`src/rtl/octant_rom_arbiter.sv`:
```
// Round-robin share of one synchronous octant ROM read port among N_REQ ray processors.
// Grant is combinational (0-cycle); data returns ROM_LATENCY cycles later; losers simply hold req.
module octant_rom_arbiter #(
    parameter int N_REQ       = 4,
    parameter int ROM_LATENCY = 1,
    parameter int AW          = 32,
    parameter int DW          = 32
) (
    input  logic                clk,
    input  logic                reset_n,
    input  logic                en,
    input  logic [N_REQ-1:0]    req,
    input  logic [N_REQ*AW-1:0] addr,
    output logic [N_REQ-1:0]    gnt,
    output logic [N_REQ-1:0]    rvalid,
    output logic [DW-1:0]       rdata,
    output logic [AW-1:0]       rom_addr,
    output logic                rom_ren,
    input  logic [DW-1:0]       rom_dout,
    output logic                busy,
    output logic [31:0]         conflict_cnt,
    input  logic                cnt_clr
);

    localparam int IW = $clog2(N_REQ);

    logic [IW-1:0]          r_rr_ptr;
    logic [ROM_LATENCY-1:0] r_tag_vld;
    logic [IW-1:0]          r_tag_id [ROM_LATENCY];
    logic [31:0]            r_conflict_cnt;

    logic                   w_found;
    logic [IW-1:0]          w_win;
    logic [IW-1:0]          w_cand;
    logic                   w_gnt_any;
    logic                   w_multi;
    logic [IW-1:0]          w_ptr_nxt;

    // Search begins at the pointer and wraps; the first pending request wins.
    always_comb begin
        w_found = 1'b0;
        w_win   = '0;
        w_cand  = '0;
        for (int k = 0; k < N_REQ; k++) begin
            w_cand = IW'((int'(r_rr_ptr) + k) % N_REQ);
            if (!w_found && req[w_cand]) begin
                w_found = 1'b1;
                w_win   = w_cand;
            end
        end
    end

    // Reset gates the grant so the ROM port is quiet while held in reset.
    assign w_gnt_any = w_found & en & reset_n;

    always_comb begin
        gnt = '0;
        if (w_gnt_any) begin
            gnt[w_win] = 1'b1;
        end
    end

    assign rom_ren   = w_gnt_any;
    assign rom_addr  = w_gnt_any ? addr[int'(w_win)*AW +: AW] : '0;
    assign w_ptr_nxt = (int'(w_win) == N_REQ - 1) ? '0 : w_win + 1'b1;
    assign w_multi   = |(req & (req - N_REQ'(1)));

    always_ff @(posedge clk or negedge reset_n) begin
        if (!reset_n) begin
            r_rr_ptr  <= '0;
            r_tag_vld <= '0;
            for (int k = 0; k < ROM_LATENCY; k++) begin
                r_tag_id[k] <= '0;
            end
        end else begin
            if (w_gnt_any) begin
                r_rr_ptr <= w_ptr_nxt;
            end
            r_tag_vld[0] <= w_gnt_any;
            r_tag_id[0]  <= w_win;
            for (int k = 1; k < ROM_LATENCY; k++) begin
                r_tag_vld[k] <= r_tag_vld[k-1];
                r_tag_id[k]  <= r_tag_id[k-1];
            end
        end
    end

    always_ff @(posedge clk or negedge reset_n) begin
        if (!reset_n) begin
            r_conflict_cnt <= '0;
        end else if (cnt_clr) begin
            r_conflict_cnt <= '0;
        end else if (en && w_multi && (r_conflict_cnt != 32'hFFFF_FFFF)) begin
            r_conflict_cnt <= r_conflict_cnt + 32'd1;
        end
    end

    always_comb begin
        rvalid = '0;
        if (r_tag_vld[ROM_LATENCY-1]) begin
            rvalid[r_tag_id[ROM_LATENCY-1]] = 1'b1;
        end
    end

    assign rdata        = rom_dout;
    assign busy         = |r_tag_vld;
    assign conflict_cnt = r_conflict_cnt;

endmodule

```
`config.mk`:
```
export PLATFORM = sky130hd
export DESIGN_NAME = octant_rom_arbiter
export DESIGN_NICKNAME = d
export VERILOG_FILES = /design/src/rtl/octant_rom_arbiter.sv
export SDC_FILE = /design/constraint.sdc
export NUM_CORES = 1
export LEC_CHECK = 0
export BUFFER_PORTS_ARGS = -buffer_cell sky130_fd_sc_hd__buf_2
export CAP_MARGIN = 10
export CELL_PAD_IN_SITES_DETAIL_PLACEMENT = 0
export CELL_PAD_IN_SITES_GLOBAL_PLACEMENT = 1
export CORE_UTILIZATION = 26
export CTS_CLUSTER_DIAMETER = 40
export DETAILED_ROUTE_END_ITERATION = 6
export PLACE_DENSITY_LB_ADDON = 0.1
export REMOVE_ABC_BUFFERS = 1
export SLEW_MARGIN = 10
export SYNTH_ARGS = -nofsm -noshare
export SYNTH_HDL_FRONTEND = slang
export SYNTH_SLANG_ARGS = --single-unit
```
`constraint.sdc`:
```
create_clock -name clk -period 2.6 [get_ports clk]
set_clock_uncertainty 0.1 [all_clocks]
set_input_delay 0.13 -clock clk [delete_from_list [all_inputs] [get_ports clk]]
set_output_delay 0.13 -clock clk [all_outputs]
set_load 0.05 [all_outputs]
```
==> flow_summary.toml, run 1 <==
[status]
status = "complete, no violations"

[clock_tree]
cts_buffer_depth = 2
htreeDepth = 2
clock_sinks = 37
cts_buffers = 5
clk_latency_ns = 0.28
clk_pin_slew_ns = 0.05
cts_tree = "yes"
root_buffer = "clkbuf_16"

[yosys]
async_flop_share_pct = 100
ys_types = 47
ys_ff_latch = 37
ys_seq_area_share_pct = 28.5
syn_inst = 372
ys_warn_count = 0
netlist_area_um2 = 3240
syn_area_per_cell_um2 = 8.72
synth.area.top_cells = "dfrtp_1 (29%), mux2i_1 (21%), buf_4 (7.4%), o22ai_1 (6.2%), or3_1 (4.6%)"
yosysTopAreaCell = "dfrtp_1"
synth_top_area_share_pct = 28.5
synth-edff-count = 0
synthFlopType = "dfrtp_1"

[setup_path]
crit_path_start_kind = "register"
critical_path_arrival_ns = 2.24
crit_type = "register to primary output"
cp_data_required_time_ns = 2.37
cpMaxStageDelayCell = "or3_1"
critPathMaxFanout = 17
slowest_delay_ns = 0.39
path_cells = "inv_1 -> or3_1 -> a31oi_4 -> buf_12 -> buf_12 -> mux2i_1 -> o22ai_1 -> buf_2"
endpoint_kind = "primary output"
path_common_cell = "buf_12"

[placement]
gp_congestion = 0.749
io_buffer_count = 209
place_hpwl_mm = 9.93

[timing]
finalCritPeriodShare_pct = 95.2
setup_viol = 0
hold_viol_final = 0
worst_pin_slew_ns = 0.699
fin_tns_setup_ns = 0
slew_viol_final = 0
finalCriticalPeriod_ns = 2.47
rsz0062_at_grt = "no"
fin_hold_ws_ns = 0.0912
fmax_mhz = 404
relSlewSlack_pct = 53.4

[flow_run]
drv_cap = 0

[power]
switching_share_pct = 41.7
switching_power_mw = 1.09
powerDensity_nw_per_um2 = 580
internal_power_mw = 1.53
pwr-share-comb_pct = 52.0
pwr-share-seq_pct = 24.0
peakVddDrop_v = 0.000238
p_clk_share_pct = 24.0
power.leakage_nw = 2.31

[global_routing]
grt_pass1_vias = 3395
grt_pass1_wl_mm = 18.9
gr-total-overflow = 0
antenna_found_initial = 0
grt_usage_pct = 19.1
grt_max_degree = 38

[route]
ant_nets = 0
wl_per_cell_um = 18.2
drt-pass1-iter-count = 4
vias = 3535
avgViaCountPerCell = 4.94
wl_mm = 13.0
drc_errors = 0
drt-initial-drc-count = 177

[worst_hold_path]
hold_class = "primary input to register"

[floorplanning]
pin_count = 274
core_area_um2 = 12100
die_h_um = 114
die-area_um2 = 12900
rows = 40
start_util_pct = 26.9
die_x_um = 114

[layout]
drive_gt1_share_pct = 43.4
syn2layout_area_growth_pct = 39.7
antenna_cells = 0
final_common_cell = "buf_2"
num-fill-cells = 1264
layout_common_cells = "buf_2 (207), mux2i_1 (68), dfrtp_1 (37)"
nets = 720
utilization_pct = 37.6
[critical path: cells and delay by family (launching register included)]
family | cells | cell delay, ns
AO/OA/AOI/OAI | 2 | 0.30
buffers and inverters | 4 | 0.62
flip-flops | 1 | 0.36
multiplexers | 1 | 0.29
AND/OR/NAND/NOR | 1 | 0.39
[metal layers]
layer	wire length, um	track usage, %
met1	5300	22.5
met5	37	2.35
met4	222	5.09
met3	1210	8.34
met2	6220	31.5
[power by group through the flow]
| stage | clock network (mW) | logic (mW) | registers (mW) |
|---|---|---|---|
| 4_1_cts | 0.650 | 1.33 | 0.631 |
| 3_3_place_gp | 0 | 1.26 | 0.638 |
| 5_1_grt | 0.670 | 1.44 | 0.634 |
| 3_5_place_dp | 0 | 1.27 | 0.642 |
| 2_1_floorplan | 0 | 1.05 | 0.649 |
| 6_report | 0.630 | 1.36 | 0.631 |
[final timing paths]
| kind | startpoint | end | slack (ns) | cells after the start |
|---|---|---|---|---|
| worst max-delay path | r_rr_ptr[0] | rom_addr[8] | 0.13 | 8 |
| worst min-delay path | en | busy | 0.09 | 3 |
| worst max register to register | conflict_cnt[13] | conflict_cnt[1] | 0.32 | 6 |
| worst min register to register | conflict_cnt[26] | conflict_cnt[26] | 0.47 | 2 |
| max in group asynchronous | reset_n | r_rr_ptr[0] | 1.60 | 3 |
| min in group asynchronous | reset_n | conflict_cnt[23] | 0.43 | 3 |
[area by class of cell]
type                    count  area (um^2)  area share (%)
flip-flops and latches     37          926            20.4
inverters                  12         45.0           0.994
clock buffers               6          139            3.07
clock inverters             2         13.8           0.304
repair buffers            220         1240            27.3
well taps                 168          210            4.64
multi-input cells         271         1960            43.3
[metrics by stage]
| stage | instance area (um^2) | power [mW] | setup WS (ns) | std cells |
|---|---|---|---|---|
| global placement | 4290 | 1.90 | 0.263 | 704 |
| floorplan | 2910 | 1.70 | -4.60 | 320 |
| global route | 4530 | 2.75 | 0.00928 | 716 |
| detailed placement | 4290 | 1.91 | 0.229 | 704 |
| finish | 4530 | 2.63 | 0.125 | 716 |
| CTS | 4490 | 2.61 | -0.0201 | 714 |
[flip-flops by register name, summed over array words and instances, names as in the netlist]
register	count
r_tag_id	2
busy	1
conflict_cnt	32
r_rr_ptr	2
[kinds of logic after synthesis]
logic type / share of synthesized area (%)
muxes: 21.7
DFF: 28.5
buffers and inverters: 11.6
AOI/OAI and AO/OA: 18.8
xor gates and xnor gates: 0.810
and+or+nand+nor: 16.4
adders and majority gates: 2.24
[cell usage after synthesis (6+ instances only)]
| master | number |
|---|---|
| dfrtp_1 | 37 |
| clkbuf_1 | 7 |
| nand3_1 | 9 |
| o21ai_0 | 26 |
| o22ai_1 | 32 |
| nand2_1 | 18 |
| mux2i_1 | 68 |
| buf_4 | 32 |
| a21oi_1 | 25 |
| inv_1 | 12 |
| buf_1 | 6 |
| or3_1 | 24 |
| nor2_1 | 14 |
[repair_timing]
item,in CTS,in global routing
endpoints found under the setup margin,10,34
gates cloned,1,1
gates resized for setup,0,2
endpoints found under the hold margin,37,0
pin swaps,0,1
hold buffers,1,0
setup buffers,0,1
Note: power is estimated with default switching activity, not from simulation.
==> inputs of run 2 (changes only) <==
- RECOVER_POWER: default -> 50
- REMOVE_ABC_BUFFERS: 1 -> default
==> run 2 against run 1 <==
Critical path depth stayed put; routed wire length fell by 7.4%; worst hold slack barely moved; worst setup slack lost 0.0066 ns; core utilization up 2.6 points; design area is 7.0% higher; critical endpoint is now rom_addr[28]; sequential power about the same; die area unchanged; sequential cell count stayed put; clock-buffer cell count stayed put; power up 6.7%; via count is 1.7% lower.
==> flow_summary.toml, run 2 (synthesis gave the netlist of run 1 again) <==
[route]
wl_mm = 12.0
wl_per_cell_um = 16.7
avgViaCountPerCell = 4.82
drc_errors = 0
vias = 3475
ant_nets = 0
drt-pass1-iter-count = 4
drt-initial-drc-count = 125

[layout]
final_cells = 721
layout_common_cells = "buf_2 (167), mux2i_1 (64), dfrtp_1 (37)"
seq_area_um2 = 926
multi_input_area_um2 = 2180
drive_gt1_share_pct = 47.4
final_common_cell = "buf_2"
syn2layout_area_growth_pct = 49.4
nets = 726
num-fill-cells = 1236
antenna_cells = 0
utilization_pct = 40.2
largest_reg_flops = 32
postLayoutCellArea_um2 = 4850

[clock_tree]
htreeDepth = 2
cts_buffer_depth = 2
cts_buffers = 5
root_buffer = "clkbuf_16"
clk_latency_ns = 0.28
cts_tree = "yes"
clock_sinks = 37
clk_pin_slew_ns = 0.05

[setup_path]
reg2reg_to = "conflict_cnt[27]"
worstReg2RegStart = "conflict_cnt[25]"
cpMaxStageDelayCell = "or3_1"
critPathMaxFanout = 12
cp_data_required_time_ns = 2.37
crit_path_start_kind = "register"
critical_path_arrival_ns = 2.25
endpoint_kind = "primary output"
crit_type = "register to primary output"
path_cells = "inv_1 -> or3_1 -> a31oi_4 -> buf_4 -> bufbuf_16 -> mux2i_1 -> o22ai_2 -> buf_2"
path_buf_inv = 4
cp_top_family = "buffers and inverters"
slowest_delay_ns = 0.39
r2r_cells = 5
regToRegSetupSlack_ns = 0.32

[floorplanning]
die-area_um2 = 12900
die_h_um = 114
rows = 40
start_util_pct = 26.9
core_area_um2 = 12100
pin_count = 274
die_x_um = 114

[timing]
fmax_mhz = 403
finalCriticalPeriod_ns = 2.48
worst_pin_slew_ns = 0.963
finalCritPeriodShare_pct = 95.4
relSlewSlack_pct = 35.8
fin_hold_ws_ns = 0.0912
setup_viol = 0
rsz0062_at_grt = "no"
slew_viol_final = 0
hold_viol_final = 0

[worst_hold_path]
holdPathEnd = "busy"
min_path_cells = 3
worstHoldStart = "en"
hold_class = "primary input to register"

[global_routing]
antenna_found_initial = 0
grt_usage_pct = 18.0
gr-total-overflow = 0
grt_max_degree = 38
grt_pass1_wl_mm = 18.2
grt_pass1_vias = 3437

[power]
fin_total_pwr_mw = 2.80
peakVddDrop_v = 0.000279
power.leakage_nw = 2.31
powerDensity_nw_per_um2 = 578

[placement]
place_area_um2 = 4540
gp_congestion = 0.793
io_buffer_count = 209
place_hpwl_mm = 9.52
dp_cells = 708

[status]
status = "complete, no violations"

[flow_run]
drv_cap = 0

[yosys]
synth_fp_nets = 545
[run 2: cell types whose count changed in the layout (fill, tap and decap cells not counted), sizes merged]
cell / before / now
buf: 218 / 189
clkinv: 2 / 0
bufbuf: 0 / 1
clkinvlp: 0 / 1
clkbuf: 7 / 41
[run 2: layer usage]
layer | global-route usage [%] | vias up | wire (um)
met1 | 23.0 | 1613 | 4970
met2 | 29.7 | 120 | 5900
met5 | 0 | - | 0
met4 | 5.79 | 0 | 295
li1 | - | 1715 | -
met3 | 4.84 | 27 | 867
[run 2: power by group]
| group | total [mW] | internal [mW] | leakage (nW) | switching, mW |
|---|---|---|---|---|
| Combinational | 1.56 | 0.690 | 1.74 | 0.871 |
| Clock | 0.609 | 0.376 | 0.0690 | 0.233 |
| Sequential | 0.630 | 0.603 | 0.507 | 0.0278 |
[run 2: layout make-up]
type / count / share of cell area, %
multi-input combinational: 271 / 44.9
timing repair buffer: 226 / 27.7
sequential: 37 / 19.1
tap: 168 / 4.34
clock buffer: 6 / 2.87
inverter: 12 / 0.930
clock inverter: 1 / 0.155
[run 2: repair_timing]
action	CTS	global route
endpoints found under the setup margin	5	28
pin swaps	0	1
buffers inserted	2	1
cloned	2	0
resized for setup	9	23
hold endpoints to repair	37	0
hold buffers	1	0
[run 2: tightest hold or removal path: cells and delay by family]
kind | cells | cell delay (ns)
buf+inv | 1 | 0.12
simple gates | 2 | 0.16
[run 2: how the worst max path moves through the flow]
stage                    to  slack (ns)   startpoint  cells after the start
2_1_floorplan  rom_addr[10]      -0.002  r_rr_ptr[0]                      7
3_3_place_gp    rom_addr[2]        0.24  r_rr_ptr[0]                      8
3_5_place_dp    rom_addr[2]        0.18  r_rr_ptr[0]                      8
4_1_cts         rom_addr[7]      0.0005  r_rr_ptr[0]                      8
5_1_grt        rom_addr[18]       0.002  r_rr_ptr[1]                      8
6_report       rom_addr[28]        0.12  r_rr_ptr[0]                      8
[run 2: per-stage QoR]
step                worst slack, ns  setup TNS, ns
floorplan                  -0.00205       -0.00205
global placement              0.237              0
detailed placement            0.180              0
CTS                        0.000509              0
global route                0.00204              0
finish                        0.118              0
==> inputs of run 3 (changes only) <==
- CORE_MARGIN: default -> 8
==> run 3 against run 2 <==
Core utilization decreased by 2.5 points; clock power up 15%; routed wire length is 11% higher; largest power group unchanged.
==> flow_summary.toml, run 3 (synthesis gave the netlist of run 1 again) <==
[route]
ant_nets = 0
wl_per_cell_um = 18.5
wl_mm = 13.3
avgViaCountPerCell = 4.82
vias = 3477
drc_errors = 0
drt-initial-drc-count = 138
drt-pass1-iter-count = 6

[floorplanning]
rows = 41
die_x_um = 128
start_util_pct = 26.1
die_h_um = 128
core_area_um2 = 12400
pin_count = 274
die-area_um2 = 16300

[clock_tree]
root_buffer = "clkbuf_16"
htreeDepth = 2
cts_tree = "yes"
cts_buffers = 5
cts_buffer_depth = 2
clk_latency_ns = 0.28
clk_pin_slew_ns = 0.06
clock_sinks = 37

[yosys]
synth_fp_nets = 545

[placement]
place_hpwl_mm = 11.0
io_buffer_count = 209
place_area_um2 = 4500
gp_congestion = 0.843
dp_cells = 710

[flow_run]
drv_cap = 0

[power]
powerDensity_nw_per_um2 = 584
switching_power_mw = 1.12
fin_total_pwr_mw = 2.73
switching_share_pct = 40.9
p_clk_share_pct = 25.6
peakVddDrop_v = 0.000243
power.leakage_nw = 2.27
pwr-share-comb_pct = 51.2
pwr-share-seq_pct = 23.1
internal_power_mw = 1.61

[global_routing]
antenna_found_initial = 3
grt_pass1_wl_mm = 20.7
grt_usage_pct = 15.9
grt_max_degree = 38
gr-total-overflow = 0
grt_pass1_vias = 3624

[setup_path]
worstReg2RegStart = "conflict_cnt[7]"
crit_start = "r_rr_ptr[0]"
critical_path_arrival_ns = 2.27
cp_data_required_time_ns = 2.37
regToRegSetupSlack_ns = 0.34
crit_type = "register to primary output"
critPathMaxFanout = 23
r2r_cells = 5
endpoint = "rom_addr[3]"
endpoint_kind = "primary output"
reg2reg_to = "conflict_cnt[23]"
crit_path_start_kind = "register"

[layout]
drive_gt1_share_pct = 45.9
final_cells = 722
postLayoutCellArea_um2 = 4680
final_common_cell = "buf_2"
multi_input_area_um2 = 2150
nets = 721
syn2layout_area_growth_pct = 44.3
largest_reg_flops = 32
num-fill-cells = 1324
layout_common_cells = "buf_2 (190), mux2i_1 (67), dfrtp_1 (37)"
seq_area_um2 = 926

[timing]
rsz0062_at_grt = "yes"
finalCriticalPeriod_ns = 2.50
hold_viol_final = 0
relSlewSlack_pct = 34.1
slew_viol_final = 0
fin_hold_ws_ns = 0.0696
worst_pin_slew_ns = 0.988
fmax_mhz = 401
finalCritPeriodShare_pct = 96.0
setup_viol = 0

[worst_hold_path]
hold_class = "primary input to register"

[status]
status = "complete, no violations"
## run 3: cell count changes in the layout (fill, tap and decap cells not counted), moves of 2 or more
cell / previous run / this run
clkbuf_4: 17 / 0
mux2i_2: 3 / 1
clkbuf_1: 17 / 19
mux2i_1: 64 / 67
buf_16: 2 / 0
buf_2: 167 / 190
buf_4: 15 / 6
## run 3: worst min path at each step
stage                 startpoint         to  slack, ns  cells after the start
floorplan                reset_n       busy      -0.27                      0
global placement    rom_dout[30]  rdata[30]       0.16                      0
detailed placement  rom_dout[30]  rdata[30]       0.16                      0
CTS                           en       busy       0.07                      3
global route                  en       busy       0.09                      3
finish                        en       busy       0.07                      3
## run 3: power groups by stage
stage	combinational [mW]	sequential (mW)	clock, mW
after detailed placement	1.39	0.644	0
after global placement	1.38	0.643	0
final	1.40	0.632	0.701
after global routing	1.50	0.636	0.749
after floorplan	1.12	0.648	0
after CTS	1.40	0.633	0.721
## run 3: per-stage QoR
step,setup slack [ns],utilization [%],setup TNS (ns)
after floorplan,-0.00205,-,-0.00205
after global placement,0.333,36.2,0
after detailed placement,0.312,36.2,0
after CTS,0.0362,37.7,0
after global routing,-0.0177,37.7,-0.0598
final,0.104,37.7,0
## run 3: cell type report
cell class	instances	share of cell area, %
Clock buffer	6	2.75
Multi-Input combinational cell	271	46.0
Clock inverter	2	0.829
Timing Repair Buffer	221	25.0
Tap cell	172	4.60
Antenna cell	1	0.0535
Inverter	12	0.963
Sequential cell	37	19.8
## run 3: what timing repair did
item | 4_1_cts | 5_1_grt
endpoints found under the hold margin | 37 | 0
gates cloned | 0 | 0
gates resized for setup | 0 | 4
pin swaps | 1 | 1
setup buffers | 0 | 2
setup endpoints to repair | 1 | 34
hold buffers | 1 | 0
## run 3: layer usage
layer | global-route usage, % | routed length (um)
met3 | 4.58 | 848
met1 | 20.2 | 5710
met5 | 0 | 26
met2 | 26.1 | 6630
met4 | 3.15 | 126
## run 3: worst max-delay path, cell delays in order, from the launching register on
cell and delay, ns:
dfrtp_1 0.36, inv_1 0.06, or3_1 0.39, a31oi_4 0.20, buf_4 0.18, buf_12 0.20, mux2i_1 0.25, o22ai_2 0.10
buf_2 0.22
